===== config.mk =====
export PLATFORM = sky130hd
export DESIGN_NAME = proc_stall_ctrl
export DESIGN_NICKNAME = d
export VERILOG_FILES = /design/src/rtl/proc_stall_pkg.sv /design/src/rtl/rr_arbiter.sv /design/src/rtl/proc_stall_ctrl.sv
export SDC_FILE = /design/constraint.sdc
export NUM_CORES = 1
export LEC_CHECK = 0
export ABC_AREA = 0
export CAP_MARGIN = 10
export CORE_AREA = 10 10 47 49
export CTS_BUF_LIST = sky130_fd_sc_hd__clkbuf_4
export CTS_CLUSTER_SIZE = 25
export DETAILED_ROUTE_END_ITERATION = 16
export DIE_AREA = 0 0 57 59
export GPL_TIMING_DRIVEN = 0
export PLACE_DENSITY = 0.7
export REMOVE_ABC_BUFFERS = 1
export SETUP_SLACK_MARGIN = 0.1
export SLEW_MARGIN = 5
export SYNTH_ARGS = -nofsm -noshare
export SYNTH_HDL_FRONTEND = slang
export SYNTH_SLANG_ARGS = --single-unit

===== constraint.sdc =====
create_clock -name clk -period 1.47 [get_ports clk]
set_input_delay 0.441 -clock clk [delete_from_list [all_inputs] [get_ports clk]]
set_output_delay 0.441 -clock clk [all_outputs]
set_load 0.02 [all_outputs]

===== src/rtl/proc_stall_pkg.sv =====
// Shared definitions for the processor stall controller: FSM state encoding,
// wait-state limits and a pointer-width helper.
package proc_stall_pkg;

    typedef enum logic [1:0] {
        ST_IDLE = 2'd0,
        ST_WAIT = 2'd1,
        ST_HOLD = 2'd2,
        ST_DONE = 2'd3
    } state_t;

    // Largest supported number of fixed wait states per access
    localparam int WAIT_CYCLES_MAX = 15;
    // Width of the wait-state down-counter, sized for WAIT_CYCLES_MAX
    localparam int WAIT_CNT_W      = 4;

    // Width of a channel index; a single channel still needs one bit
    function automatic int ptr_width(input int num_ch);
        return (num_ch > 1) ? $clog2(num_ch) : 1;
    endfunction

endpackage


===== src/rtl/rr_arbiter.sv =====
// Combinational round-robin arbiter: picks the first requesting channel
// strictly after last_ptr, wrapping from NUM_CH-1 back to 0.
module rr_arbiter
    import proc_stall_pkg::*;
#(
    parameter int NUM_CH = 2,
    parameter int PTR_W  = ptr_width(NUM_CH)
) (
    input  logic [NUM_CH-1:0] req,
    input  logic [PTR_W-1:0]  last_ptr,
    output logic [NUM_CH-1:0] grant
);

    logic             found_s;
    logic             hit_s;
    logic [PTR_W-1:0] idx_s;

    // Walk the channels upward from last_ptr+1; the first requester wins
    always_comb begin
        grant   = {NUM_CH{1'b0}};
        found_s = 1'b0;
        hit_s   = 1'b0;
        idx_s   = {PTR_W{1'b0}};
        for (int i = 1; i <= NUM_CH; i++) begin
            idx_s        = PTR_W'((int'(last_ptr) + i) % NUM_CH);
            hit_s        = req[idx_s] & ~found_s;
            grant[idx_s] = hit_s;
            found_s      = found_s | hit_s;
        end
    end

endmodule


===== src/rtl/proc_stall_ctrl.sv =====
// Processor stall controller: arbitrates memory channels round-robin, holds
// the processor clock enable low for the access (fixed wait states plus
// memory busy), then releases it for exactly one DONE cycle.
// Optional macro STALL_PERF_CNT_EN adds a saturating stall-cycle counter
// with the perf_clr / stall_cnt ports.
module proc_stall_ctrl
    import proc_stall_pkg::*;
#(
    parameter int NUM_CH      = 2,
    parameter int WAIT_CYCLES = 2,
    parameter int CNT_W       = 16
) (
    input  logic              clk,
    input  logic              rst,
    input  logic [NUM_CH-1:0] req,
    input  logic [NUM_CH-1:0] busy,
    output logic [NUM_CH-1:0] grant,
    output logic              proc_ce
`ifdef STALL_PERF_CNT_EN
    ,
    input  logic              perf_clr,
    output logic [CNT_W-1:0]  stall_cnt
`endif
);

    localparam int PTR_W    = ptr_width(NUM_CH);
    localparam int WAIT_EFF = (WAIT_CYCLES > WAIT_CYCLES_MAX) ? WAIT_CYCLES_MAX : WAIT_CYCLES;
    // Counter preload so that WAIT lasts exactly WAIT_EFF cycles (counts down to 0)
    localparam logic [WAIT_CNT_W-1:0] WAIT_LOAD =
        (WAIT_EFF > 0) ? WAIT_CNT_W'(WAIT_EFF - 1) : {WAIT_CNT_W{1'b0}};

    state_t                  state_r;
    state_t                  next_state_s;
    logic [NUM_CH-1:0]       grant_r;
    logic [NUM_CH-1:0]       next_grant_s;
    logic [NUM_CH-1:0]       arb_grant_s;
    logic [WAIT_CNT_W-1:0]   wait_cnt_r;
    logic [WAIT_CNT_W-1:0]   next_wait_cnt_s;
    logic [PTR_W-1:0]        last_ptr_r;
    logic [PTR_W-1:0]        next_last_ptr_s;
    logic [PTR_W-1:0]        grant_idx_s;
    logic                    hold_busy_s;

    rr_arbiter #(
        .NUM_CH (NUM_CH),
        .PTR_W  (PTR_W)
    ) u_rr_arbiter (
        .req      (req),
        .last_ptr (last_ptr_r),
        .grant    (arb_grant_s)
    );

    // Only the granted channel's busy flag can extend HOLD
    assign hold_busy_s = |(busy & grant_r);

    // Encode the one-hot grant into a channel index for the round-robin pointer
    always_comb begin
        grant_idx_s = {PTR_W{1'b0}};
        for (int i = 0; i < NUM_CH; i++) begin
            grant_idx_s = grant_idx_s | (grant_r[i] ? PTR_W'(i) : {PTR_W{1'b0}});
        end
    end

    // Next-state, next-grant, wait-counter and pointer update logic
    always_comb begin
        next_state_s    = state_r;
        next_grant_s    = grant_r;
        next_wait_cnt_s = wait_cnt_r;
        next_last_ptr_s = last_ptr_r;
        case (state_r)
            ST_IDLE: begin
                if (|req) begin
                    next_grant_s = arb_grant_s;
                    if (WAIT_EFF > 0) begin
                        next_state_s    = ST_WAIT;
                        next_wait_cnt_s = WAIT_LOAD;
                    end else begin
                        next_state_s    = ST_HOLD;
                    end
                end else begin
                    next_grant_s = {NUM_CH{1'b0}};
                end
            end
            ST_WAIT: begin
                if (wait_cnt_r == {WAIT_CNT_W{1'b0}}) begin
                    next_state_s = ST_HOLD;
                end else begin
                    next_wait_cnt_s = wait_cnt_r - {{(WAIT_CNT_W-1){1'b0}}, 1'b1};
                end
            end
            ST_HOLD: begin
                if (!hold_busy_s) begin
                    next_state_s = ST_DONE;
                end else begin
                    next_state_s = ST_HOLD;
                end
            end
            ST_DONE: begin
                // req is deliberately not looked at here
                next_state_s    = ST_IDLE;
                next_grant_s    = {NUM_CH{1'b0}};
                next_wait_cnt_s = {WAIT_CNT_W{1'b0}};
                next_last_ptr_s = grant_idx_s;
            end
            default: begin
                next_state_s    = ST_IDLE;
                next_grant_s    = {NUM_CH{1'b0}};
                next_wait_cnt_s = {WAIT_CNT_W{1'b0}};
            end
        endcase
    end

    // State registers; reset points the round-robin search at channel 0 next
    always_ff @(posedge clk or posedge rst) begin
        if (rst) begin
            state_r    <= ST_IDLE;
            grant_r    <= {NUM_CH{1'b0}};
            wait_cnt_r <= {WAIT_CNT_W{1'b0}};
            last_ptr_r <= PTR_W'(NUM_CH - 1);
        end else begin
            state_r    <= next_state_s;
            grant_r    <= next_grant_s;
            wait_cnt_r <= next_wait_cnt_s;
            last_ptr_r <= next_last_ptr_s;
        end
    end

    // Clock enable: run in DONE or when idle with nothing requested, never in reset
    always_comb begin
        if (rst) begin
            proc_ce = 1'b0;
        end else if (state_r == ST_DONE) begin
            proc_ce = 1'b1;
        end else if ((state_r == ST_IDLE) && (req == {NUM_CH{1'b0}})) begin
            proc_ce = 1'b1;
        end else begin
            proc_ce = 1'b0;
        end
    end

    assign grant = grant_r;

`ifdef STALL_PERF_CNT_EN
    logic [CNT_W-1:0] stall_cnt_r;

    // Saturating stall-cycle counter; clear wins over increment
    always_ff @(posedge clk or posedge rst) begin
        if (rst) begin
            stall_cnt_r <= {CNT_W{1'b0}};
        end else if (perf_clr) begin
            stall_cnt_r <= {CNT_W{1'b0}};
        end else if (!proc_ce && (stall_cnt_r != {CNT_W{1'b1}})) begin
            stall_cnt_r <= stall_cnt_r + {{(CNT_W-1){1'b0}}, 1'b1};
        end else begin
            stall_cnt_r <= stall_cnt_r;
        end
    end

    assign stall_cnt = stall_cnt_r;
`else
    // Counter width is only meaningful when the performance counter is built
    logic [CNT_W-1:0] unused_cnt_w_s;
    assign unused_cnt_w_s = {CNT_W{1'b0}};
`endif

endmodule


==> results.json, run 1 <==
{
  "rows": 14,
  "relSlewSlack": 0.757,
  "ys_seq_elements": 9,
  "criticalPathCategory": "flop to output pin",
  "grt_use_total": 0.110,
  "yosysWarnings": 0,
  "die_h_um": 59,
  "viasPerCell": 5.70,
  "fin_area_um2": 916,
  "ys_seq_area_frac": 0.370,
  "cp_max_fo": 2,
  "whs_ps": 478,
  "syn_inst": 58,
  "worstPathArrival_ps": 1400,
  "gp_congestion": 0.832,
  "drive_above_1_share": 0.500,
  "htree_levels": 1,
  "vias": 570,
  "dp.cells": 80,
  "core_area_mm2": 0.00140,
  "postSynthAreaPerCell_um2": 10.5,
  "portBuffers": 8,
  "grt_pass1_vias": 591,
  "final_nets": 98,
  "maxClockFrequency_mhz": 542,
  "hold_buffers": 0,
  "antenna_found_initial": 0,
  "finalHoldViolations": 0,
  "diodes": 0,
  "final-setup-viol-count": 6,
  "drt_wl_total_mm": 1.76,
  "place_area_um2": 697,
  "fin_setup_tns_ps": -777,
  "drv_cap": 0,
  "grt_max_degree": 10,
  "clock_latency_ps": 270,
  "r2r_start": "wait_cnt_r[0]",
  "die_w_um": 57,
  "start_util": 0.437,
  "root_buffer": "clkbuf_4",
  "leakagePower_uw": 0.000411,
  "boundaryPins": 9,
  "dr.pass1.iters": 4,
  "grt_pass1_wl_mm": 2.95,
  "drv_slew": 0,
  "cts_num_sinks": 9,
  "antenna_left": 0,
  "dp_slack_ps": -1130,
  "grt_overflow": 0,
  "instances_no_fill": 100,
  "failed_checks": "negative setup slack",
  "status": "finished with violations",
  "die-area_mm2": 0.00336,
  "synth_area_um2": 612,
  "min_period_over_period": 1.25,
  "end_kind": "output pin",
  "p_per_area_mw_per_mm2": 2240,
  "cp-start-kind": "flop",
  "tightest_slew_ps": 364,
  "crit_start": "state_r[0]",
  "netlist-cell-type-count": 26,
  "worstHoldPathType": "primary input to async pin",
  "layout_setup_ws_ps": -374,
  "area_growth_pct": 49.7,
  "drt-wirelength-per-cell_um": 17.6,
  "clkTransAtPathRegs_ps": 60,
  "drt_iter0_drc": 15,
  "grt_setup_unrepaired": "true",
  "clock_path_buffers": 2,
  "cts_made_buffers": 3,
  "dp.final_hpwl_mm": 1.02,
  "worst_ep_required_time_ps": 1030,
  "route.detailed.drc": 0,
  "cts_tree": "done",
  "fin_crit_ps": 1840,
  "clock_skew_ps": 2.63,
  "vdd_drop_max_mv": 1.19
}
## layout make-up
type                    instances  area (um^2)
multi-input cells              41          424
repair buffers                 24          193
fillers                       115          485
inverters                       6         22.5
clock buffers                   4         30.0
well taps                      16         20.0
flip-flops and latches          9          226
## state kept, by name, summed over array words and instances (netlist names)
signal and count:
state_r 2, grant 2, wait_cnt_r 4, last_ptr_r 1
## critical path: stages, from the launching register on
cell and delay (ps):
dfrtp_1 400, inv_2 90, ha_4 140, nor3b_4 200, nor2_1 60, nor2_1 100, buf_4 150
## stage by stage
stage | utilization | power [uW]
floorplan | - | 1040
global placement | 0.497 | 1230
detailed placement | 0.497 | 1260
CTS | 0.637 | 1900
global route | 0.654 | 2180
finish | 0.654 | 2050
## final timing paths
kind | slack, ps | depth (start not counted) | end
max | -370 | 6 | proc_ce
min reg2reg | 520 | 1 | grant[0]
max in group asynchronous | 690 | 2 | last_ptr_r
min | 480 | 2 | wait_cnt_r[2]
max reg2reg | -170 | 5 | state_r[1]
min in group clk | 520 | 1 | grant[0]
## Yosys cell counts
| library cell | instances | area (um^2) |
|---|---|---|
| mux2_2 | 1 | 11.3 |
| nor3_1 | 1 | 5.00 |
| o32a_1 | 1 | 10.0 |
| inv_1 | 6 | 22.5 |
| nand2_1 | 3 | 11.3 |
| nor2b_1 | 1 | 6.26 |
| dfrtp_1 | 8 | 200 |
| a21oi_4 | 1 | 16.3 |
| ha_1 | 7 | 87.6 |
| o311a_1 | 1 | 10.0 |
| a21oi_1 | 1 | 5.00 |
| o21ai_0 | 4 | 20.0 |
| a32o_1 | 2 | 20.0 |
| o221ai_1 | 2 | 17.5 |
| mux2_1 | 1 | 11.3 |
| a22oi_1 | 1 | 7.51 |
| nand2b_1 | 3 | 18.8 |
| mux2i_1 | 1 | 10.0 |
| or3b_2 | 1 | 8.76 |
| nor2_1 | 3 | 11.3 |
| nor3b_4 | 1 | 18.8 |
| buf_4 | 2 | 15.0 |
| nand3b_1 | 3 | 22.5 |
| o211ai_1 | 1 | 7.51 |
| or3b_4 | 1 | 11.3 |
| dfstp_2 | 1 | 26.3 |
## power by group
part	switching [uW]	internal [uW]
Sequential	76.2	355
Clock	93.4	123
Combinational	662	738
Total	832	1220
## routing by layer
layer / wire (um) / track usage / vias up / share of wire
met2: 928 / 0.200 / 24 / 0.53
li1: - / - / 262 / -
met1: 712 / 0.119 / 279 / 0.41
met4: 34 / 0.0503 / 0 / 0.019
met5: 0 / 0 / - / 0
met3: 80 / 0.0236 / 5 / 0.046
## layout by cell type (no fill, tap or decap), types with 2 or more instances in the layout
cell / synthesis / final
clkdlybuf4s50_1: 0 / 3
inv_2: 0 / 4
dfrtp_1: 8 / 8
inv_1: 6 / 2
clkbuf_4: 0 / 4
o221ai_2: 0 / 2
nand3b_1: 3 / 3
ha_4: 0 / 4
ha_1: 7 / 3
buf_4: 2 / 15
buf_6: 0 / 2
nand2b_1: 3 / 2
nor2_1: 3 / 3
buf_2: 0 / 2
nand2_1: 3 / 3
dlygate4sd2_1: 0 / 2
o21ai_1: 0 / 3
a32o_1: 2 / 2
## cells by family (layout without fill, tap and decap cells)
kind of cell               Yosys count  after routing  share of synthesized area
buffers and inverters                8             34                     0.0613
adders and majority gates            7              7                      0.143
AOI/OAI and AO/OA                   14             14                      0.186
DFF                                  9              9                      0.370
and+or+nand+nor                     17             17                      0.186
muxes                                3              3                     0.0532
## timing repair
| item | CTS | global route |
|---|---|---|
| setup buffers | 14 | 2 |
| resized for setup | 28 | 8 |
| endpoints found under the setup margin | 9 | 8 |
| pin swaps | 5 | 1 |
No activity file was read; power rests on OpenSTA's default activity.
==> inputs of run 2 (changes only) <==
--- a/config.mk
+++ b/config.mk
@@ -7,13 +7,13 @@
 export LEC_CHECK = 0
 export ABC_AREA = 0
 export CAP_MARGIN = 10
-export CORE_AREA = 10 10 47 49
+export CORE_MARGIN = 10
+export CORE_UTILIZATION = 35
 export CTS_BUF_LIST = sky130_fd_sc_hd__clkbuf_4
 export CTS_CLUSTER_SIZE = 25
 export DETAILED_ROUTE_END_ITERATION = 16
-export DIE_AREA = 0 0 57 59
 export GPL_TIMING_DRIVEN = 0
-export PLACE_DENSITY = 0.7
+export PLACE_DENSITY = 0.56
 export REMOVE_ABC_BUFFERS = 1
 export SETUP_SLACK_MARGIN = 0.1
 export SLEW_MARGIN = 5
==> run 2 against run 1 <==
The run still ends with negative setup slack left; sequential power decreased by 1%; non-clock buffer count down 1; cell count did not move; fmax grew 3.7%; register-to-register slack gained 30 ps; worst hold slack got worse by 1.3 ps; clock power is 4% lower; power fell by 3.9%; utilization fell by 12 points; critical endpoint unchanged; largest cell class unchanged; largest power group unchanged.
==> results.json, run 2 (synthesis gave the netlist of run 1 again) <==
{
  "status": "finished with violations",
  "failed_checks": "negative setup slack",
  "grt_use_total": 0.0838,
  "cts_num_sinks": 9,
  "clock_skew_ps": 4.30,
  "drt_wl_total_mm": 1.44,
  "drt-met1-wl_um": 613,
  "start_util": 0.362,
  "maxClockFrequency_mhz": 562,
  "hold_buffers": 0,
  "cts_made_buffers": 3,
  "wl_met3_um": 84,
  "antenna_left": 0,
  "drv_cap": 0,
  "whs_ps": 477,
  "vdd_drop_max_mv": 1.06,
  "layout_common_cells": "buf_4 (13), dfrtp_1 (8), inv_2 (4), clkbuf_4 (4)",
  "layout_setup_ws_ps": -308,
  "route.detailed.drc": 0,
  "final_nets": 97,
  "p_per_area_mw_per_mm2": 2180,
  "nFillCells": 135,
  "portBuffers": 8,
  "final-setup-viol-count": 5,
  "fin_crit_ps": 1780,
  "reg2reg_depth": 5,
  "drt-wirelength-per-cell_um": 14.4,
  "relSlewSlack": 0.759,
  "layout_commonest_cell": "buf_4",
  "clkTransAtPathRegs_ps": 60,
  "root_buffer": "clkbuf_4",
  "cts_tree": "done",
  "worstPathArrival_ps": 1340,
  "drt_iter0_drc": 6,
  "dr.pass1.iters": 4,
  "min_period_over_period": 1.21,
  "cp-start-kind": "flop",
  "viasPerCell": 5.27,
  "core_area_mm2": 0.00169,
  "worst_ep_required_time_ps": 1030,
  "boundaryPins": 9,
  "dp.final_hpwl_um": 886,
  "area_growth_pct": 47.2,
  "clock_path_buffers": 2,
  "drv_slew": 0,
  "grt_setup_unrepaired": "true",
  "dr.max_layer_used": "met4",
  "top_register": "wait_cnt_r",
  "die-area_mm2": 0.00382,
  "antenna_found_initial": 0,
  "grt_overflow": 0,
  "die_w_um": 61.8,
  "fin_util": 0.533,
  "finalHoldViolations": 0,
  "rows": 15,
  "end_kind": "output pin",
  "grt_pass1_wl_mm": 2.34,
  "clock_latency_ps": 260,
  "criticalPathCategory": "flop to output pin",
  "largest_reg_flops": 4,
  "worstHoldPathType": "primary input to async pin",
  "drive_above_1_share": 0.494,
  "wl_met2_um": 723,
  "htree_levels": 1,
  "cp_max_fo": 2,
  "tightest_slew_ps": 362,
  "grt_pass1_vias": 530,
  "leakagePower_uw": 0.000408,
  "grt_max_degree": 10,
  "worst-r2r-setup-slack_ps": -140,
  "die_h_um": 61.8,
  "diodes": 0,
  "vias": 527,
  "gp_congestion": 0.749
}
run 2: changes by cell type in the layout (fill, tap and decap cells not counted), sizes merged:
| cell | delta |
|---|---|
| buf | -1 |
run 2: cell type report:
| cell class | instances | area [um^2] | area share |
|---|---|---|---|
| Inverter | 6 | 22.5 | 0.0250 |
| Sequential cell | 9 | 226 | 0.251 |
| Clock buffer | 4 | 30.0 | 0.0333 |
| Timing Repair Buffer | 23 | 189 | 0.210 |
| Multi-Input combinational cell | 41 | 412 | 0.457 |
| Tap cell | 17 | 21.3 | 0.0236 |
run 2: stage by stage:
stage / instances / setup TNS (ps) / instance area, um^2 / worst slack, ps / power, uW
floorplan: 56 / -549 / 597 / -258 / 1040
global placement: 81 / -3220 / 698 / -1090 / 1240
detailed placement: 81 / -3190 / 698 / -1110 / 1250
CTS: 98 / -514 / 867 / -314 / 1880
global route: 100 / -966 / 901 / -389 / 2130
finish: 100 / -621 / 901 / -308 / 1970
run 2: timing repair:
action | 4_1_cts | 5_1_grt
endpoints found under the hold margin | 0 | 0
setup endpoints to repair | 9 | 7
pin swaps | 4 | 2
gates resized for setup | 31 | 4
setup buffers | 13 | 2
run 2: worst max-delay path, stage by stage, from the launching register on:
cell and delay (ps):
dfrtp_1 400, inv_2 80, ha_4 120, nor3b_4 180, nor2_1 70, nor2_1 80, buf_4 140
run 2: final timing paths:
path / start / endpoint
worst max-delay path: state_r[1] / proc_ce
worst min-delay path: rst / grant[1]
worst max register to register: wait_cnt_r[0] / state_r[1]
worst min register to register: grant[0] / grant[0]
max in group asynchronous: rst / last_ptr_r
min in group clk: grant[0] / grant[0]
run 2: power breakdown:
part / internal (uW) / switching [uW] / total [uW]
combinational: 733 / 602 / 1330
clock: 123 / 85.8 / 209
sequential: 355 / 69.9 / 425
run 2: layer usage:
layer / global-route usage / vias up
met4: 0.0350 / 0
met3: 0.0488 / 2
met5: 0 / -
met2: 0.138 / 10
li1: - / 256
met1: 0.0852 / 259
==> inputs of run 3 (changes only) <==
--- a/config.mk
+++ b/config.mk
@@ -6,13 +6,14 @@
 export NUM_CORES = 1
 export LEC_CHECK = 0
 export ABC_AREA = 0
-export CAP_MARGIN = 10
+export CAP_MARGIN = 30
 export CORE_MARGIN = 10
 export CORE_UTILIZATION = 35
 export CTS_BUF_LIST = sky130_fd_sc_hd__clkbuf_4
 export CTS_CLUSTER_SIZE = 25
 export DETAILED_ROUTE_END_ITERATION = 16
 export GPL_TIMING_DRIVEN = 0
+export HOLD_SLACK_MARGIN = 0.08
 export PLACE_DENSITY = 0.56
 export REMOVE_ABC_BUFFERS = 1
 export SETUP_SLACK_MARGIN = 0.1
==> results of run 3 <==
The final DEF is identical to that of run 2; final timing and power are the same.
